<file path="config.mk">
export PLATFORM = sky130hd
export DESIGN_NAME = mcdf_wrr_sched
export DESIGN_NICKNAME = d
export VERILOG_FILES = /design/src/rtl/mcdf_sched_pkg.sv /design/src/rtl/mcdf_prio_rr_pick.sv /design/src/rtl/mcdf_wrr_sched.sv
export SDC_FILE = /design/constraint.sdc
export NUM_CORES = 1
export LEC_CHECK = 0
export ABC_AREA = 1
export BUFFER_PORTS_ARGS = -buffer_cell sky130_fd_sc_hd__buf_2
export CAP_MARGIN = 0
export CORE_MARGIN = 2
export CORE_UTILIZATION = 44
export CTS_BUF_LIST = sky130_fd_sc_hd__clkbuf_16
export DETAILED_ROUTE_END_ITERATION = 12
export PLACE_DENSITY = 0.93
export SETUP_SLACK_MARGIN = 0.5
export SLEW_MARGIN = 20
export SYNTH_ARGS = -nofsm -noshare
export SYNTH_HDL_FRONTEND = slang
export SYNTH_HIERARCHICAL = 1
export SYNTH_SLANG_ARGS = --single-unit
</file>
<file path="constraint.sdc">
create_clock -name clk_i -period 4.15 [get_ports clk_i]
set_clock_uncertainty 0.05 [all_clocks]
set_input_delay 0.83 -clock clk_i [delete_from_list [all_inputs] [get_ports clk_i]]
set_output_delay 0.83 -clock clk_i [all_outputs]
set_load 0.1 [all_outputs]
</file>
<file path="src/rtl/mcdf_sched_pkg.sv">
// rtl/mcdf_sched_pkg.sv - shared constants, state type and length decode for the MCDF scheduler
// Contents: CH_NUM, PRIO_W, PKGSEL_W, CNT_W, ID_W, state_t, pkglen_decode().
package mcdf_sched_pkg;

  localparam int CH_NUM   = 3;
  localparam int PRIO_W   = 2;
  localparam int PKGSEL_W = 3;
  localparam int CNT_W    = 6;
  localparam int ID_W     = 2;

  typedef enum logic [1:0] {
    IDLE = 2'd0,
    ARB  = 2'd1,
    XFER = 2'd2
  } state_t;

  // Beats per packet for a length select; every select above 3 saturates at 32.
  function automatic logic [CNT_W-1:0] pkglen_decode(input logic [PKGSEL_W-1:0] sel);
    logic [CNT_W-1:0] beats;
    case (sel)
      3'd0:    beats = 6'd4;
      3'd1:    beats = 6'd8;
      3'd2:    beats = 6'd16;
      default: beats = 6'd32;
    endcase
    return beats;
  endfunction

endpackage

</file>
<file path="src/rtl/mcdf_prio_rr_pick.sv">
// rtl/mcdf_prio_rr_pick.sv - combinational priority picker with round-robin tie-break
// Ports: req (requesting channels), prio (per-channel priority, 0 = highest),
//        last_winner (previous grant; search starts one past it),
//        winner (picked channel id), win (at least one channel requested).
module mcdf_prio_rr_pick
  import mcdf_sched_pkg::*;
(
  input  logic [CH_NUM-1:0]             req,
  input  logic [CH_NUM-1:0][PRIO_W-1:0] prio,
  input  logic [ID_W-1:0]               last_winner,
  output logic [ID_W-1:0]               winner,
  output logic                          win
);

  logic [PRIO_W-1:0] best_prio;
  logic [2:0]        idx;

  // Walk channels in RR order; a later channel only displaces the current
  // pick with a strictly better priority, so equal priorities keep RR order.
  always_comb begin
    winner    = '0;
    win       = 1'b0;
    best_prio = '1;
    idx       = '0;
    for (int k = 1; k <= CH_NUM; k++) begin
      idx = {1'b0, last_winner} + 3'(k);
      if (idx >= 3'(CH_NUM)) idx = idx - 3'(CH_NUM);
      if (req[idx[1:0]] && (!win || (prio[idx[1:0]] < best_prio))) begin
        win       = 1'b1;
        winner    = idx[1:0];
        best_prio = prio[idx[1:0]];
      end
    end
  end

endmodule

</file>
<file path="src/rtl/mcdf_wrr_sched.sv">
// rtl/mcdf_wrr_sched.sv - packet-level priority/RR scheduler between slave FIFOs and formatter
// Optional feature macro: STARVE_GUARD_EN (per-channel age counters force a grant).
// Ports: clk_i, rstn_i (async active-low); slv_prio_i/slv_pkglen_i per-channel config;
//        slv_req_i/slv_val_i/slv_data_i from channel FIFOs, a2s_ack_o pops them;
//        f2a_id_req_i/f2a_ack_i from formatter; a2f_val_o/a2f_id_o/a2f_data_o/
//        a2f_pkglen_sel_o to formatter; busy_o while a packet is in flight.
module mcdf_wrr_sched
  import mcdf_sched_pkg::*;
#(
  parameter int DATA_W = 32
`ifdef STARVE_GUARD_EN
  , parameter int AGE_MAX = 4
`endif
) (
  input  logic                          clk_i,
  input  logic                          rstn_i,
  input  logic [CH_NUM-1:0][PRIO_W-1:0] slv_prio_i,
  input  logic [CH_NUM-1:0][PKGSEL_W-1:0] slv_pkglen_i,
  input  logic [CH_NUM-1:0]             slv_req_i,
  input  logic [CH_NUM-1:0]             slv_val_i,
  input  logic [CH_NUM-1:0][DATA_W-1:0] slv_data_i,
  output logic [CH_NUM-1:0]             a2s_ack_o,
  input  logic                          f2a_id_req_i,
  input  logic                          f2a_ack_i,
  output logic                          a2f_val_o,
  output logic [ID_W-1:0]               a2f_id_o,
  output logic [DATA_W-1:0]             a2f_data_o,
  output logic [PKGSEL_W-1:0]           a2f_pkglen_sel_o,
  output logic                          busy_o
);

  state_t                        state, state_nxt;
  logic [ID_W-1:0]               id_q, last_q;
  logic [PKGSEL_W-1:0]           sel_q;
  logic [CNT_W-1:0]              tgt_q, cnt_q;
  logic [CH_NUM-1:0][PRIO_W-1:0] eff_prio;
  logic [ID_W-1:0]               pick_id;
  logic                          pick_win;
  logic                          grant;
  logic                          beat_acc;
  logic                          last_beat;

`ifdef STARVE_GUARD_EN
  logic [CH_NUM-1:0][2:0] age_q;

  // An aged channel competes as top priority; RR still orders aged peers.
  always_comb begin
    eff_prio = slv_prio_i;
    for (int i = 0; i < CH_NUM; i++) begin
      if (int'(age_q[i]) >= AGE_MAX) eff_prio[i] = '0;
    end
  end

  always_ff @(posedge clk_i or negedge rstn_i) begin
    if (!rstn_i) begin
      age_q <= '0;
    end else if (grant) begin
      for (int i = 0; i < CH_NUM; i++) begin
        if (ID_W'(i) == pick_id)             age_q[i] <= '0;
        else if (slv_req_i[i] && age_q[i] != 3'd7) age_q[i] <= age_q[i] + 3'd1;
      end
    end
  end
`else
  assign eff_prio = slv_prio_i;
`endif

  mcdf_prio_rr_pick u_pick (
    .req         (slv_req_i),
    .prio        (eff_prio),
    .last_winner (last_q),
    .winner      (pick_id),
    .win         (pick_win)
  );

  assign grant     = (state == ARB) && pick_win;
  assign beat_acc  = (state == XFER) && slv_val_i[id_q] && f2a_ack_i;
  assign last_beat = beat_acc && (cnt_q == tgt_q - 6'd1);

  always_comb begin
    state_nxt = state;
    case (state)
      IDLE:    if (f2a_id_req_i) state_nxt = ARB;
      ARB:     if (pick_win)     state_nxt = XFER;
      XFER:    if (last_beat)    state_nxt = IDLE;
      default: state_nxt = IDLE;
    endcase
  end

  always_comb begin
    a2f_val_o  = 1'b0;
    a2f_data_o = '0;
    a2s_ack_o  = '0;
    busy_o     = 1'b0;
    if (state == XFER) begin
      a2f_val_o       = slv_val_i[id_q];
      a2f_data_o      = slv_data_i[id_q];
      a2s_ack_o[id_q] = beat_acc;
      busy_o          = 1'b1;
    end
  end

  assign a2f_id_o         = id_q;
  assign a2f_pkglen_sel_o = sel_q;

  always_ff @(posedge clk_i or negedge rstn_i) begin
    if (!rstn_i) begin
      state  <= IDLE;
      id_q   <= '0;
      sel_q  <= '0;
      tgt_q  <= '0;
      cnt_q  <= '0;
      last_q <= 2'd2;
    end else begin
      state <= state_nxt;
      if (grant) begin
        // Config is sampled here only; later changes wait for the next ARB.
        id_q  <= pick_id;
        sel_q <= slv_pkglen_i[pick_id];
        tgt_q <= pkglen_decode(slv_pkglen_i[pick_id]);
        cnt_q <= '0;
      end else if (last_beat) begin
        cnt_q  <= '0;
        last_q <= id_q;
      end else if (beat_acc) begin
        cnt_q <= cnt_q + 6'd1;
      end
    end
  end

endmodule

</file>
# == Word-level counts from Yosys, hierarchy flattened ==
# Index checks and enable logic that the tools add are counted.
# W data, S select, Z words.
# op_classes
add_sub_neg,8
magnitude_cmp,11
n_eq_ne,8
muxes,43
bitwise_logic,2
n_reduce_logical,16
# ops
cell,count
$bmux W32 S2,1
$mux W32,2
$mux W2,14
$mux W6,3
$pmux W6 S3,1
$lt A2 B3 Y1 const B,5
$bmux W2 S2,3
$mux W1,10
$ge A3 B2 Y1 const B,3
$bmux W1 S2,4
$logic_and A1 B1 Y1,7
$add A2 B2 Y3 const B,2
$add A6 B1 Y6 const B,1
$bmux W3 S2,1
$eq A6 B6 Y1,1
$mux W3,2
$ne A2 B2 Y1 const B,3
$pmux W2 S3,1
$sub A2 B2 Y2 const B,3
$sub A6 B1 Y6 const B,1
$lt A2 B2 Y1,2
$add A2 B1 Y3 const B,1
$and A3 B3 Y3,1
$eq A3 B1 Y1 const B,1
13 further kinds,15
# totals
regBits,21
in_bits,121
elab_cells,94

# == Longest topological paths before layout ==
# depth
word_depth,18
mapped_depth,29

# == By module ==
# The synthesis kept the hierarchy.
# modules_own_cells
module,n_inst,cells_per_inst,area_per_inst_um2
mcdf_wrr_sched,1,370,2035.7
mcdf_prio_rr_pick,1,89,501.7

# == Worst setup path before layout ==
# No wires, ideal clock.
# synth_path
path_type,register -> output
from,reg id_q[0] (netlist: a2f_id_o[0])
to,out a2s_ack_o[0]
arrival_time_ps,3614
required_ps,3270
slack_ps,-344
stages_incl_launch_ff,6
path_buffers,1
cell_sequence,dfrtp_1 -> buf_4 -> nand3_1 -> nand3_2 -> nand3_4 -> nor3_1
# synth_via
elab_chain_len,6
elab_cells_between_ends,11
cone_classes,order compare: 2; mux: 5; bitwise: 1; reduce/logical: 3
# synth_rtl
element,line_no,source
"start, declared",mcdf_wrr_sched.sv:33,"logic [ID_W-1:0] id_q, last_q;"
"start signal, assigned",mcdf_wrr_sched.sv:118,id_q <= pick_id;
"$lt A2 B3 Y1 (not written as such), or another cell as far along",mcdf_wrr_sched.sv:98,a2s_ack_o[id_q] = beat_acc;
$logic_and A1 B1 Y1 (not written as such) or $mux W1 (tied branches),"mcdf_wrr_sched.sv:98, mcdf_wrr_sched.sv:77",
$mux W1 (not written as such) or $logic_and A1 B1 Y1 (tied branches),"mcdf_wrr_sched.sv:98, mcdf_wrr_sched.sv:77",
$demux W1 S2 or $logic_and A1 B1 Y1 (tied branches),"mcdf_wrr_sched.sv:98, mcdf_wrr_sched.sv:77",
$and A3 B3 Y3 (no source line) *,--,
$mux W3 *,mcdf_wrr_sched.sv:95,if (state == XFER) begin
"end, declared",mcdf_wrr_sched.sv:22,"output logic [CH_NUM-1:0] a2s_ack_o,"
# Every way passes the cells marked *; elsewhere a longest branch is shown, timed or not. The select of a mux whose other input is x is not followed.

# == Worst setup path in the final report ==
# layout_path
from,reg last_q[1]
to,reg tgt_q[4]
# layout_via
elab_chain_len,18
elab_cells_between_ends,47
cone_classes,add/sub: 6; order compare: 5; eq/ne: 2; mux: 26; reduce/logical: 8
# layout_rtl
element,line_no,source
"start, declared",mcdf_wrr_sched.sv:33,
"start signal, assigned",mcdf_wrr_sched.sv:124,last_q <= id_q;
$add A2 B1 Y3,mcdf_prio_rr_pick.sv:26,"idx = {1'b0, last_winner} + 3'(k);"
$ge A3 B2 Y1 or $sub A2 B2 Y2 (tied branches),mcdf_prio_rr_pick.sv:27,if (idx >= 3'(CH_NUM)) idx = idx - 3'(CH_NUM);
$mux W2,mcdf_prio_rr_pick.sv:27,
$bmux W2 S2 or $bmux W1 S2 (tied branches),--,
$mux W2 or $mux W1 (tied branches),--,
$mux W2 or $mux W1 (tied branches),mcdf_prio_rr_pick.sv:28,if (req[idx[1:0]] && (!win || (prio[idx[1:0]] < best_prio))) begin
$lt A2 B2 Y1 or $logic_not A1 Y1 (tied branches),mcdf_prio_rr_pick.sv:28,
$logic_or A1 B1 Y1,mcdf_prio_rr_pick.sv:28,
(+3 left out),--,
$logic_or A1 B1 Y1,mcdf_prio_rr_pick.sv:28,
$logic_and A1 B1 Y1,mcdf_prio_rr_pick.sv:28,
$mux W2 *,mcdf_prio_rr_pick.sv:28,
net pick_id[1],mcdf_wrr_sched.sv:37,logic [ID_W-1:0] pick_id;
$bmux W3 S2 *,mcdf_wrr_sched.sv:120,tgt_q <= pkglen_decode(slv_pkglen_i[pick_id]);
$mux W3 (not written as such) *,mcdf_wrr_sched.sv:120,
"$eq A3 B2 Y1, or another cell as far along",mcdf_sched_pkg.sv:20,case (sel)
$pmux W6 S3 *,mcdf_sched_pkg.sv:20,
"end signal, assigned",mcdf_wrr_sched.sv:120,
"end, declared",mcdf_wrr_sched.sv:35,"logic [CNT_W-1:0] tgt_q, cnt_q;"
# Mark *: on every way through the listed nets, which the timed path passes. The rest lies on a longest branch. The select of a mux whose other input is x is not followed.
# A chain may end at the register's enable or synchronous reset.

==> metrics.yaml <==
hold_path:
  worst_hold_path_type: "flip-flop to flip-flop"
pwr:
  p_leak_nw: 2.29
  powerDensity_nw_per_um2: 758
  vdd_drop_max_mv: 0.493
worst_setup_path:
  critPathBufInv: 3
  path_max_fanout: 7
  crit_family: "simple AND/OR/NAND/NOR gates"
  cp_data_arrival_time_ps: 3670
  cp-end-kind: "flip-flop"
  path_class: "flip-flop to flip-flop"
  worst_path_largest_cell_delay_ps: 540
  crit_path_start_kind: "flip-flop"
  critPathRequiredTime_ps: 4230
  cpMaxStageDelayCell: "dfstp_2"
  crit_path_frequent_cell: "nand2_2"
grt:
  first_global_vias: 3128
  grt_max_degree: 34
  grt_usage: 0.252
  grt_pass1_wl_um: 13300
  overflow: 0
  antenna_found_initial: 0
timing:
  fin_crit_ps: 3580
  worst-slew-pin-transition_ps: 738
  hold_viol_final: 0
  drv_slew: 0
  final.setup.tns_ps: 0
  grt_setup_unrepaired: "yes"
  fmax_mhz: 279
  setup_viol: 0
  slew_headroom: 0.508
  finalCritPeriodShare: 0.864
  fin_ws_ps: 566
placement:
  dp_hpwl_um: 6680
  place_ws_ps: 173
  io_buffers: 162
  gp_congestion: 0.847
drt:
  ant_nets: 0
  drt-initial-drc-count: 228
  wl_per_cell_um: 13.1
  via_per_inst: 5.10
  drtPass1Iterations: 5
  wl_um: 9030
  drc: 0
  num_vias: 3518
floorplanning:
  die_height_um: 79.9
  io-pin-count: 163
  rows: 27
  die-area_um2: 6390
  start_util: 0.458
  core_area_um2: 5540
  die_x_um: 79.9
clock_network:
  hold_buffers: 0
  tritoncts: "yes"
  clock_sinks: 19
  insertion_delay_ps: 250
  cts-buffers-inserted: 3
  cts_buffer_depth: 2
  cts_root_buffer: "clkbuf_16"
  clk_transition_reported_paths_ps: 50
  htree_levels: 1
yosys:
  synth_warnings: 6
  seq_area_frac_synth: 0.188
  synth_nets: 588
  synth-seq-cells: 19
  syn_inst: 459
  syn_area_per_cell_um2: 5.53
  syn_area_um2: 2540
  ys_types: 32
layout:
  drive_above_1_share: 0.379
  fin_nets: 748
  area_delta_synth_final_pct: 43.3
  diodes: 0
  multi_input_area_um2: 1790
  seqCellArea_um2: 478
  fillers: 524
  most-common-layout-cells: "162 x buf_2, 155 x nand2_1, 90 x nand3_1, 68 x inv_1, 17 x dfrtp_1"
  final_common_cell: "buf_2"
flow_run:
  maxCapViolations: 0
outcome:
  outcome: "finished, final reports clean"
[state kept, by name (all words and copies together) (netlist names)]
signal            flops
state                 2
a2f_id_o              2
cnt_q                 6
a2f_pkglen_sel_o      3
tgt_q                 4
last_q                2
[routing by layer]
| metal | up-vias | routed length [µm] | track usage |
|---|---|---|---|
| met5 | - | 0 | 0 |
| met4 | 0 | 146 | 0.0746 |
| met3 | 18 | 568 | 0.0317 |
| met2 | 153 | 4720 | 0.480 |
| met1 | 1592 | 3590 | 0.288 |
| li1 | 1755 | - | - |
[synthesized netlist by cell type (all sizes together)]
| cell | count | area [µm²] |
|---|---|---|
| a211oi | 1 | 7.51 |
| a21oi | 6 | 30.0 |
| a31oi | 1 | 6.26 |
| buf | 12 | 67.6 |
| clkbuf | 7 | 26.3 |
| dfrtp | 18 | 450 |
| dfstp | 1 | 26.3 |
| ha | 8 | 100 |
| inv | 77 | 289 |
| nand2 | 173 | 679 |
| nand3 | 97 | 531 |
| nor2 | 23 | 106 |
| nor3 | 2 | 10.0 |
| o211ai | 2 | 15.0 |
| o21ai | 22 | 121 |
| o21bai | 2 | 15.0 |
| o221ai | 1 | 8.76 |
| o22ai | 1 | 6.26 |
| o31ai | 2 | 15.0 |
| xor2 | 3 | 26.3 |
[metrics by stage]
| step | area (µm²) | util | total power, mW | cells | hold slack (ps) |
|---|---|---|---|---|---|
| floorplan | 2540 | - | 2.14 | 459 | 360 |
| global placement | 3380 | 0.610 | 2.46 | 679 | 372 |
| detailed placement | 3380 | 0.610 | 2.49 | 679 | 390 |
| CTS | 3500 | 0.631 | 2.70 | 684 | 396 |
| global route | 3640 | 0.657 | 2.93 | 690 | 413 |
| finish | 3640 | 0.657 | 2.76 | 690 | 388 |
[timing repair]
item                       in CTS  in global routing
buffers inserted                1                  5
pin swaps                       2                 23
resized for setup              10                 39
cloned                          0                  1
setup endpoints to repair       7                 12
[final timing paths]
kind                       cells past startpoint         to  slack [ps]      start
max                                           28   tgt_q[4]         570  last_q[1]
min reg2reg                                    1   state[0]         390   state[1]
min                                            1   state[0]         390   state[1]
min in group asynchronous                      1   tgt_q[2]         460     rstn_i
max in group asynchronous                      1  last_q[1]        3260     rstn_i
max reg2reg                                   28   tgt_q[4]         570  last_q[1]
[power by group]
group / internal (mW) / switching, mW
logic: 0.447 / 1.78
clock network: 0.128 / 0.0672
registers: 0.246 / 0.0869
[area by class of cell]
class,instances,area share
multi-input cells,345,0.493
flip-flops and latches,19,0.131
clock buffers,3,0.0206
well taps,72,0.0248
repair buffers,173,0.247
inverters,77,0.0826
clock inverters,1,0.00103
[kinds of logic (layout without fill, tap and decap cells)]
logic type,count (synthesis),after routing,synth area share
flops,19,19,0.188
xor+xnor,3,3,0.0104
simple gates,295,296,0.523
buf+inv,96,254,0.151
fa+ha+maj,8,8,0.0394
compound gates,38,38,0.0888
Power figures use the tool's default switching activity.
